==> config.mk <==
export PLATFORM = sky130hd
export DESIGN_NAME = operand_entry_ctrl
export DESIGN_NICKNAME = d
export VERILOG_FILES = /design/src/rtl/calc_pkg.sv /design/src/rtl/nibble_pack.sv /design/src/rtl/operand_entry_ctrl.sv
export SDC_FILE = /design/constraint.sdc
export NUM_CORES = 1
export LEC_CHECK = 0
export ABC_AREA = 1
export CAP_MARGIN = 20
export CORE_MARGIN = 4
export CORE_UTILIZATION = 40
export DETAILED_ROUTE_END_ITERATION = 7
export PLACE_DENSITY = 0.82
export SLEW_MARGIN = 20
export SYNTH_ARGS = -nofsm -noshare
export SYNTH_HDL_FRONTEND = slang
export SYNTH_SLANG_ARGS = --single-unit
==> constraint.sdc <==
create_clock -name clk -period 1.3 [get_ports clk]
set_input_delay 0.26 -clock clk [delete_from_list [all_inputs] [get_ports clk]]
set_output_delay 0.26 -clock clk [all_outputs]
set_load 0.01 [all_outputs]
==> src/rtl/calc_pkg.sv <==
// Shared types for the calculator operand entry path: FSM states, operator codes, widths.
// No logic; no latency. No flow control.
// Imported by operand_entry_ctrl and nibble_pack.
package calc_pkg;

    localparam int NIBBLE_W  = 4;
    localparam int OPERAND_W = 2 * NIBBLE_W;
    localparam int OPCODE_W  = 2;

    typedef enum logic [2:0] {
        A_LO  = 3'd0,
        A_HI  = 3'd1,
        OP    = 3'd2,
        B_LO  = 3'd3,
        B_HI  = 3'd4,
        ISSUE = 3'd5
    } entry_state_t;

    typedef enum logic [OPCODE_W-1:0] {
        ADD = 2'd0,
        SUB = 2'd1,
        MUL = 2'd2,
        DIV = 2'd3
    } op_code_t;

    typedef logic [NIBBLE_W-1:0]  nibble_t;
    typedef logic [OPERAND_W-1:0] operand_t;

endpackage

==> src/rtl/nibble_pack.sv <==
// Packs two entered digit nibbles into one operand byte, hi nibble on top.
// Latency: combinational.
// Backpressure: none.
module nibble_pack
    import calc_pkg::*;
(
    input  nibble_t  hi,
    input  nibble_t  lo,
    output operand_t dat
);

    assign dat = {hi, lo};

endmodule

==> src/rtl/operand_entry_ctrl.sv <==
// Collects A(lo,hi), operator, B(lo,hi) from strobes and presents them to the ALU.
// Latency: out_valid one cycle after the B hi nibble; ENTRY_TIMEOUT_EN builds an idle-entry timeout.
// Backpressure: holds ISSUE with stable outputs until out_valid && out_ready.
module operand_entry_ctrl
    import calc_pkg::*;
#(
    parameter int TIMEOUT_CYCLES = 1000
)
(
    input  logic                 clk,
    input  logic                 rst_n,
    input  logic                 nib_valid,
    input  logic [NIBBLE_W-1:0]  nib_data,
    input  logic                 op_valid,
    input  logic [OPCODE_W-1:0]  op_code,
    input  logic                 clear,
    output logic                 out_valid,
    input  logic                 out_ready,
    output logic [OPERAND_W-1:0] operand_a,
    output logic [OPERAND_W-1:0] operand_b,
    output logic [OPCODE_W-1:0]  out_op,
    output logic                 busy,
    output logic                 timeout
);

    entry_state_t state_q, state_d;
    nibble_t      a_lo_q, a_hi_q, b_lo_q, b_hi_q;
    op_code_t     op_q;
    logic         nib_take, op_take, zero_regs, tmo_fire;

`ifdef ENTRY_TIMEOUT_EN
    logic [15:0] tmo_cnt_q;
    logic        stalled;
    logic        timeout_q;
`endif

    always_ff @(posedge clk or negedge rst_n) begin
        if (!rst_n) state_q <= A_LO;
        else        state_q <= state_d;
    end

    always_comb begin
        state_d   = state_q;
        nib_take  = 1'b0;
        op_take   = 1'b0;
        zero_regs = 1'b0;
        tmo_fire  = 1'b0;
        unique case (state_q)
            A_LO:  if (nib_valid) begin nib_take = 1'b1; state_d = A_HI;  end
            A_HI:  if (nib_valid) begin nib_take = 1'b1; state_d = OP;    end
            OP:    if (op_valid)  begin op_take  = 1'b1; state_d = B_LO;  end
            B_LO:  if (nib_valid) begin nib_take = 1'b1; state_d = B_HI;  end
            B_HI:  if (nib_valid) begin nib_take = 1'b1; state_d = ISSUE; end
            ISSUE: if (out_ready) state_d = A_LO;
            default: state_d = A_LO;
        endcase
`ifdef ENTRY_TIMEOUT_EN
        // In the entry states the state only moves on an accepted strobe.
        stalled  = (state_q inside {A_HI, OP, B_LO, B_HI}) && (state_d == state_q);
        tmo_fire = stalled && (tmo_cnt_q == 16'(TIMEOUT_CYCLES - 1));
`endif
        if (tmo_fire || clear) begin
            state_d   = A_LO;
            nib_take  = 1'b0;
            op_take   = 1'b0;
            zero_regs = 1'b1;
        end
    end

    always_ff @(posedge clk or negedge rst_n) begin
        if (!rst_n) begin
            a_lo_q <= '0;
            a_hi_q <= '0;
            b_lo_q <= '0;
            b_hi_q <= '0;
            op_q   <= ADD;
        end else if (zero_regs) begin
            a_lo_q <= '0;
            a_hi_q <= '0;
            b_lo_q <= '0;
            b_hi_q <= '0;
            op_q   <= ADD;
        end else begin
            if (nib_take) begin
                case (state_q)
                    A_LO:    a_lo_q <= nib_data;
                    A_HI:    a_hi_q <= nib_data;
                    B_LO:    b_lo_q <= nib_data;
                    B_HI:    b_hi_q <= nib_data;
                    default: ;
                endcase
            end
            if (op_take) op_q <= op_code_t'(op_code);
        end
    end

`ifdef ENTRY_TIMEOUT_EN
    always_ff @(posedge clk or negedge rst_n) begin
        if (!rst_n) begin
            tmo_cnt_q <= '0;
            timeout_q <= 1'b0;
        end else begin
            tmo_cnt_q <= (stalled && !tmo_fire && !clear) ? tmo_cnt_q + 16'd1 : 16'd0;
            timeout_q <= tmo_fire && !clear;
        end
    end

    assign timeout = timeout_q;
`else
    logic [31:0] unused_timeout_cycles;
    assign unused_timeout_cycles = 32'(TIMEOUT_CYCLES);
    assign timeout = 1'b0;
`endif

    nibble_pack u_pack_a (.hi(a_hi_q), .lo(a_lo_q), .dat(operand_a));
    nibble_pack u_pack_b (.hi(b_hi_q), .lo(b_lo_q), .dat(operand_b));

    assign out_valid = (state_q == ISSUE);
    assign busy      = (state_q != A_LO);
    assign out_op    = op_q;

endmodule

==> flow_summary.ini, run 1 <==
[setup_path]
endpoint_kind = output port
critPathMaxStageDelay_ns = 0.41
setup.worst_path.class = flop to output port
path_delay_family = flip-flops
crit_path_top_delay_cell = dfrtp_1
crit_chain = buf_6 > inv_4 > nand2_4 > nor2_4 > inv_1 > buf_2
cp_max_fo = 2
worstPathArrival_ns = 1.19
worstPathRequired_ns = 1.04
timing.critical_path.buf_inv = 4
start_kind = flop

[synth]
synth_cells = 138
syn-cell-area_um2 = 1040
syn_nets = 150
ys_ff_latch = 21
ys_warn_count = 0
ys_types = 17
seq_area_frac_synth_pct = 50.3
syn_avg_cell_area_um2 = 7.57

[detailed_routing]
ant_nets = 0
viasPerCell = 4.97
vias = 1118
wire_per_inst_um = 13.9
drtPass1Iterations = 4
drtIter0Drc = 35
wl_met1_um = 1280
route.met3.wl_um = 164
drc_errors = 0
met2_length_um = 1560
drt_wl_total_um = 3120
routed.top_layer = met4

[floorplan]
fp.dieH_um = 59.1
rows = 18
die_x_um = 59.1
start_util_pct = 42.2
design.core.area_um2 = 2480
dieArea_um2 = 3490
io_pins = 33

[power]
switchingPower_mw = 0.878
power.share.clock_pct = 13.8
p_seq_share_pct = 35.3
internal_power_mw = 1.42
vdd_drop_max_mv = 0.936
comb_power_share_pct = 50.9
p_sw_share_pct = 38.2
p_leak_nw = 0.908
power_density_nw_per_um2 = 1340
power_mw = 2.30

[global_routing]
grt_max_degree = 22
grt_overflow_total = 0
grt.total_usage_pct = 19.1
grt_pass1_vias = 1148
grt_pass1_wl_um = 5110
antenna_found_initial = 0

[clock_tree]
clkTransAtPathRegs_ns = 0.13
clk_latency_ns = 0.31
cts.sinks = 21
htreeDepth = 1
cts_buffers = 3
cts_root_buffer = clkbuf_4
cts_max_path_buffers = 2
cts_tree = built

[sta]
rsz0062_at_grt = yes
whs_ns = 0.269
final.setup_skew_ns = 0.0156
period_minus_slack_ns = 1.45
drv_slew = 0
hold_viol = 0
final-setup-viol-count = 14
setup_slack_ns = -0.153
post-route-period-util_pct = 112
fmax_mhz = 688

[outcome]
status = finished, violations left
violations = setup timing

[placed_design]
place_area_um2 = 1480
place.gp.congestion = 0.894
dpl_worst_slack_ns = -0.189
hpwlAfterDp_um = 2110
portBuffers = 31

[finish]
nets = 208
antenna_cells = 0
drive_gt1_share_pct = 32.8
fin_area_um2 = 1720
syn2layout_area_growth_pct = 64.4
fill_cells = 191

[hold_path]
hp-class = input pin to async pin

[job]
max_cap_violations = 0
[state kept, by name, summed over array words and instances (netlist names)]
register  count
a_hi_q        4
a_lo_q        4
b_hi_q        4
b_lo_q        4
out_op        2
state_q       3
[per-layer routing]
metal	vias to the layer above	GRT usage, %
met5	-	0
met2	45	30.9
li1	540	-
met4	0	9.06
met3	14	3.92
met1	519	24.4
[cells in the final DEF (no fill, tap or decap), drive strengths merged, types with 3 or more instances in the layout]
master,instances
nand2,46
buf,27
dfrtp,21
inv,21
nand3,17
dlygate4sd2,14
nor2,14
clkdlybuf4s50,11
o21ai,11
clkdlybuf4s15,4
clkbuf,3
[cell type report]
type / instances / area, µm² / share of cell area (%)
Timing Repair Buffer: 56 / 489 / 28.5
Clock buffer: 3 / 22.5 / 1.31
Clock inverter: 1 / 5.00 / 0.291
Sequential cell: 21 / 526 / 30.6
Tap cell: 30 / 37.5 / 2.18
Multi-Input combinational cell: 93 / 549 / 32.0
Inverter: 21 / 88.8 / 5.17
[cells in the mapped netlist (all sizes together)]
cell	instances	share of area (%)
nand2	46	17
dfrtp	21	50
inv	21	7.5
nand3	17	9.1
nor2	14	5.5
o21ai	11	6.0
buf	3	2.3
a21oi	2	0.96
nand4	2	1.2
conb	1	0.36
[power groups by stage]
stage / clock network, mW / logic (mW) / registers, mW
final: 0.316 / 1.17 / 0.811
after global placement: 0 / 0.786 / 0.825
after floorplan: 0 / 0.312 / 0.872
after global routing: 0.358 / 1.26 / 0.824
after CTS: 0.320 / 0.944 / 0.808
after detailed placement: 0 / 0.813 / 0.827
[cells by family after synthesis]
group                  count (synthesis)  synth area share, %
AO/OA/AOI/OAI                         13                 6.95
AND/OR/NAND/NOR                       79                 32.6
flip-flops                            21                 50.3
buffers and inverters                 24                 9.82
other                                  1                0.359
[worst reg2reg max path: cells and delay by family, from the launching register on]
family | cells | cell delay [ns]
compound gates | 2 | 0.36
buf+inv | 4 | 0.40
flops | 1 | 0.41
simple gates | 2 | 0.18
[per-stage QoR]
step	TNS, ns	std cells	utilization (%)
3_5_place_dp	-2.97	211	59.8
2_1_floorplan	0	138	-
4_1_cts	-0.370	220	64.4
5_1_grt	-2.40	225	69.3
6_report	-0.876	225	69.3
3_3_place_gp	-2.26	211	59.8
[path summary, 6_finish.rpt]
kind                            slack [ns]         end        from  cells after the start
max in group asynchronous             0.79  state_q[0]       rst_n                      2
worst min register to register        0.53   a_hi_q[0]   a_hi_q[0]                      2
worst min-delay path                  0.27   a_hi_q[3]       rst_n                      2
min in group clk                      0.52   out_op[0]  op_code[0]                      3
worst max-delay path                 -0.15        busy  state_q[0]                      6
worst max register to register       -0.10   b_hi_q[3]  state_q[0]                      8
[timing repair]
item                                    in CTS  in global routing
gates cloned                                 0                  0
endpoints found under the hold margin        0                  0
hold buffers                                 0                  0
gates resized for setup                     48                 35
endpoints found under the setup margin      25                 28
pin swaps                                    4                 12
buffers inserted                             5                  6
Note: power is estimated with default switching activity, not from simulation.
==> run 2: changes to the inputs <==
Settings changed: PLACE_DENSITY 0.82 to 0.77, SKIP_CTS_REPAIR_TIMING from default to 1.
==> flow_summary.ini, run 2 (synthesis gave the netlist of run 1 again) <==
[outcome]
status = finished, violations left
violations = setup timing

[clock_tree]
cts_buffers = 3
cts_max_path_buffers = 2
clk_latency_ns = 0.30
cts_tree = built
cts_root_buffer = clkbuf_4
htreeDepth = 1
clkTransAtPathRegs_ns = 0.11
cts.sinks = 21

[setup_path]
endpoint_kind = output port
timing.critical_path.buf_inv = 3
worstPathRequired_ns = 1.04
crit_path_top_delay_cell = dfrtp_1
crit_chain = buf_4 > nor2_4 > inv_1 > clkbuf_2
start_kind = flop
path_delay_family = flip-flops
critPathMaxStageDelay_ns = 0.42
worstPathArrival_ns = 1.15
setup.worst_path.class = flop to output port
cp_max_fo = 3

[power]
power_density_nw_per_um2 = 1270
power_mw = 2.06
vdd_drop_max_mv = 1.08
p_leak_nw = 1.06

[global_routing]
met2_usage_pct = 28.5
grt-busiest-layer = met2
grtUsageMet1_pct = 21.3
grt_max_degree = 22
antenna_found_initial = 0
grt.total_usage_pct = 17.0
grt_pass1_vias = 1086
grt_pass1_wl_um = 4600
grtUsageMet3_pct = 3.92
grt_overflow_total = 0

[finish]
drive_gt1_share_pct = 21.8
multi_input_area_um2 = 474
final_util_pct = 65.8
nets = 201
fill_cells = 213
register_area_um2 = 526
antenna_cells = 0
syn2layout_area_growth_pct = 55.9
layout.cells.most_common = nand2_1
layout_common_cells = 41 x nand2_1, 21 x dfrtp_1, 18 x inv_1, 18 x dlymetal6s2s_1, 17 x buf_4

[floorplan]
design.core.area_um2 = 2480
fp.dieH_um = 59.1
io_pins = 33
rows = 18
dieArea_um2 = 3490
die_x_um = 59.1
start_util_pct = 42.2

[placed_design]
hpwlAfterDp_um = 2080
place.gp.congestion = 0.910
portBuffers = 31

[sta]
hold_viol = 0
final-setup-viol-count = 2
post-route-period-util_pct = 108
setup_slack_ns = -0.106
final.setup_skew_ns = 0.00206
period_minus_slack_ns = 1.41
rsz0062_at_grt = yes
fmax_mhz = 711
drv_slew = 0

[detailed_routing]
vias = 1103
drtIter0Drc = 24
drt_wl_total_um = 2950
wire_per_inst_um = 13.5
drtPass1Iterations = 4
ant_nets = 0
drc_errors = 0
viasPerCell = 5.06

[hold_path]
hp-class = input pin to async pin

[job]
max_cap_violations = 0
-- run 2: cell count changes in the layout (fill, tap and decap cells not counted), moves of 2 or more --
cell,change
nand2_4,-4
buf_4,-3
o21ai_0,+7
nand2_1,+10
dlygate4sd2_1,-14
nand3_1,+2
clkdlybuf4s15_1,-4
dlymetal6s2s_1,+18
nand2_2,-6
o21ai_1,-6
buf_6,-4
-- run 2: path summary, 6_finish.rpt --
path / startpoint / endpoint / slack [ns] / depth (start not counted)
hold / removal: rst_n / out_op[1] / 0.29 / 2
min in group clk: op_code[0] / out_op[0] / 0.52 / 3
setup reg to reg: state_q[1] / state_q[2] / 0.07 / 8
max in group asynchronous: rst_n / a_hi_q[0] / 0.80 / 2
setup / recovery: state_q[2] / busy / -0.11 / 4
hold reg to reg: a_hi_q[3] / a_hi_q[3] / 0.52 / 2
-- run 2: cell type report --
cell class | count | area share, %
repair buffers | 49 | 29.7
flip-flops and latches | 21 | 32.3
well taps | 30 | 2.30
inverters | 21 | 4.99
multi-input cells | 93 | 29.1
clock buffers | 4 | 1.61
-- run 2: report_power, final --
part / switching [mW] / internal (mW)
sequential: 0.0608 / 0.748
combinational: 0.499 / 0.448
clock: 0.189 / 0.120
total: 0.748 / 1.32
-- run 2: routing by layer --
layer  part of all wire, %  vias up
li1                      -      530
met1                    40      518
met2                    51       53
met3                   7.6        2
met4                   1.0        0
met5                     0        -
-- run 2: worst reg2reg max path, stage by stage, from the launching register on --
cell and delay (ns):
dfrtp_1 0.41, buf_4 0.15, buf_6 0.13, nand2_2 0.08, nor2_2 0.04, nand2_1 0.10, nand3_2 0.10, nand2_1 0.08
nand2_1 0.05
-- run 2: metrics by stage --
step / hold WS, ns / setup TNS, ns / cell area (µm²) / cells / setup slack [ns]
CTS: 0.294 / -4.36 / 1500 / 214 / -0.485
finish: 0.293 / -0.190 / 1630 / 218 / -0.106
global route: 0.306 / -0.480 / 1630 / 218 / -0.171
floorplan: -0.0356 / 0 / 1040 / 138 / 0.206
detailed placement: 0.497 / -3.00 / 1470 / 210 / -0.206
global placement: 0.498 / -2.15 / 1470 / 210 / -0.162
==> run 3: changes to the inputs <==
Settings changed: ABC_AREA 1 to 0, GPL_ROUTABILITY_DRIVEN from default to 0, PLACE_DENSITY 0.77 to 0.78.
==> flow_summary.ini, run 3 <==
[outcome]
status = finished, violations left
violations = setup timing

[placed_design]
hpwlAfterDp_um = 1640
portBuffers = 31
dpl_worst_slack_ns = -0.300
place_area_um2 = 1350
dp_cells = 146

[synth]
synth_ff_type = dfrtp_1
synth_common_cells = 21 x dfrtp_1, 20 x nor2_1, 18 x mux2i_1
synth_cells = 85
yosysTopAreaCell = dfrtp_1
syn_avg_cell_area_um2 = 11.5
synth_edf_count = 0
syn_nets = 97
yosys-top-cells-area = dfrtp_1 54%, mux2i_1 18%, nor2_1 7.7%
ys_ff_latch = 21
synth_most_common_cell = dfrtp_1
async_flop_share_pct = 100
syn-cell-area_um2 = 980
yosysTopAreaCellShare_pct = 53.6
ys_warn_count = 0
ys_types = 21
seq_area_frac_synth_pct = 53.6

[floorplan]
design.core.area_um2 = 2280
dieArea_um2 = 3310
start_util_pct = 43.0
fp.dieH_um = 57.5
rows = 17
io_pins = 33
die_x_um = 57.5

[power]
vdd_drop_max_mv = 0.791
power_mw = 1.28
p_leak_nw = 0.991
comb_power_share_pct = 20.9
p_seq_share_pct = 54.1
switchingPower_mw = 0.339
internal_power_mw = 0.940
power_density_nw_per_um2 = 875
p_sw_share_pct = 26.5
power.share.clock_pct = 25.1

[detailed_routing]
drt_wl_total_um = 2360
ant_nets = 0
vias = 784
wire_per_inst_um = 15.5
drtPass1Iterations = 4
viasPerCell = 5.12
drtIter0Drc = 9
drc_errors = 0

[sta]
rsz0062_at_grt = yes
hold_viol = 0
fmax_mhz = 673
final.setup_skew_ns = 0.00892
final-setup-viol-count = 7
post-route-period-util_pct = 114
period_minus_slack_ns = 1.49
drv_slew = 0
setup_slack_ns = -0.186

[global_routing]
grt_pass1_wl_um = 3680
antenna_found_initial = 0
grt_pass1_vias = 770
grt.total_usage_pct = 14.4
grt_overflow_total = 0
grt_max_degree = 22

[finish]
fin_area_um2 = 1460
final_cells = 153
layout_common_cells = 21 x dfrtp_1, 20 x nor2_1, 19 x dlymetal6s2s_1
nets = 138
drive_gt1_share_pct = 17.6
fill_cells = 177
syn2layout_area_growth_pct = 49.3
antenna_cells = 0
layout.cells.most_common = dfrtp_1

[clock_tree]
cts_root_buffer = clkbuf_4
cts.sinks = 21
htreeDepth = 1
clk_latency_ns = 0.31
clkTransAtPathRegs_ns = 0.12
cts_tree = built
cts_max_path_buffers = 2
cts_buffers = 3

[setup_path]
worstPathArrival_ns = 1.23
endpoint_kind = output port
start_kind = flop
r2r_start = state_q[2]
crit_start = state_q[2]
worstPathRequired_ns = 1.04
cp_max_fo = 10
setup.worst_path.class = flop to output port

[hold_path]
hp-class = input pin to async pin

[job]
max_cap_violations = 0
[run 3: changes by cell type in the layout (fill, tap and decap cells not counted), sizes merged, moves of 3 or more]
cell	change
buf	-6
nand2	-44
mux2i	+18
nand3	-17
inv	-21
and4bb	+3
o21ai	-11
nor2	+6
[run 3: metal layers]
| layer | up-vias | share of wire [%] | GRT usage (%) |
|---|---|---|---|
| met5 | - | 0 | 0 |
| met4 | 0 | 1.9 | 5.96 |
| met3 | 5 | 5.0 | 3.85 |
| met2 | 21 | 48 | 21.6 |
| met1 | 393 | 45 | 19.6 |
| li1 | 365 | - | - |
[run 3: cell families (layout without fill, tap and decap cells)]
| logic type | Yosys count | after routing | share of synthesized area (%) |
|---|---|---|---|
| other cells | 1 | 1 | 0.383 |
| xor+xnor | 1 | 1 | 0.894 |
| buf+inv | 8 | 48 | 5.36 |
| compound gates | 4 | 4 | 2.17 |
| flops | 21 | 21 | 53.6 |
| mux | 18 | 18 | 18.4 |
| simple gates | 32 | 32 | 19.2 |
[run 3: worst paths after layout]
check	endpoint	slack (ns)	cells past startpoint
max	out_valid	-0.19	3
min	a_hi_q[2]	0.26	2
max reg2reg	a_lo_q[3]	-0.09	5
min reg2reg	a_lo_q[1]	0.53	2
max in group asynchronous	state_q[0]	0.81	2
min in group clk	a_lo_q[1]	0.53	2
[run 3: through the flow]
| step | TNS, ns | utilization, % | hold slack, ns |
|---|---|---|---|
| after floorplan | 0 | - | -0.0356 |
| after global placement | -3.36 | 59.2 | 0.509 |
| after detailed placement | -4.26 | 59.2 | 0.512 |
| after CTS | -5.15 | 60.4 | 0.272 |
| after global routing | -1.45 | 64.3 | 0.287 |
| final | -0.713 | 64.3 | 0.265 |
[run 3: area by class of cell]
cell class	instances	area, µm²	share of cell area (%)
sequential	21	526	35.9
timing repair buffer	44	465	31.8
multi-input combinational	56	409	28.0
tap	28	35.0	2.40
clock buffer	3	22.5	1.54
clock inverter	1	5.00	0.342
[run 3: worst max-delay path: stages (launching register included)]
cell	delay, ns
dfrtp_1	0.40
buf_4	0.17
and3b_1	0.17
dlymetal6s2s_1	0.16
[run 3: power by group through the flow]
stage	clock [mW]	sequential (mW)	combinational, mW
floorplan	0	0.710	0.118
global placement	0	0.703	0.250
detailed placement	0	0.704	0.255
CTS	0.329	0.692	0.256
global route	0.350	0.695	0.290
finish	0.321	0.692	0.267
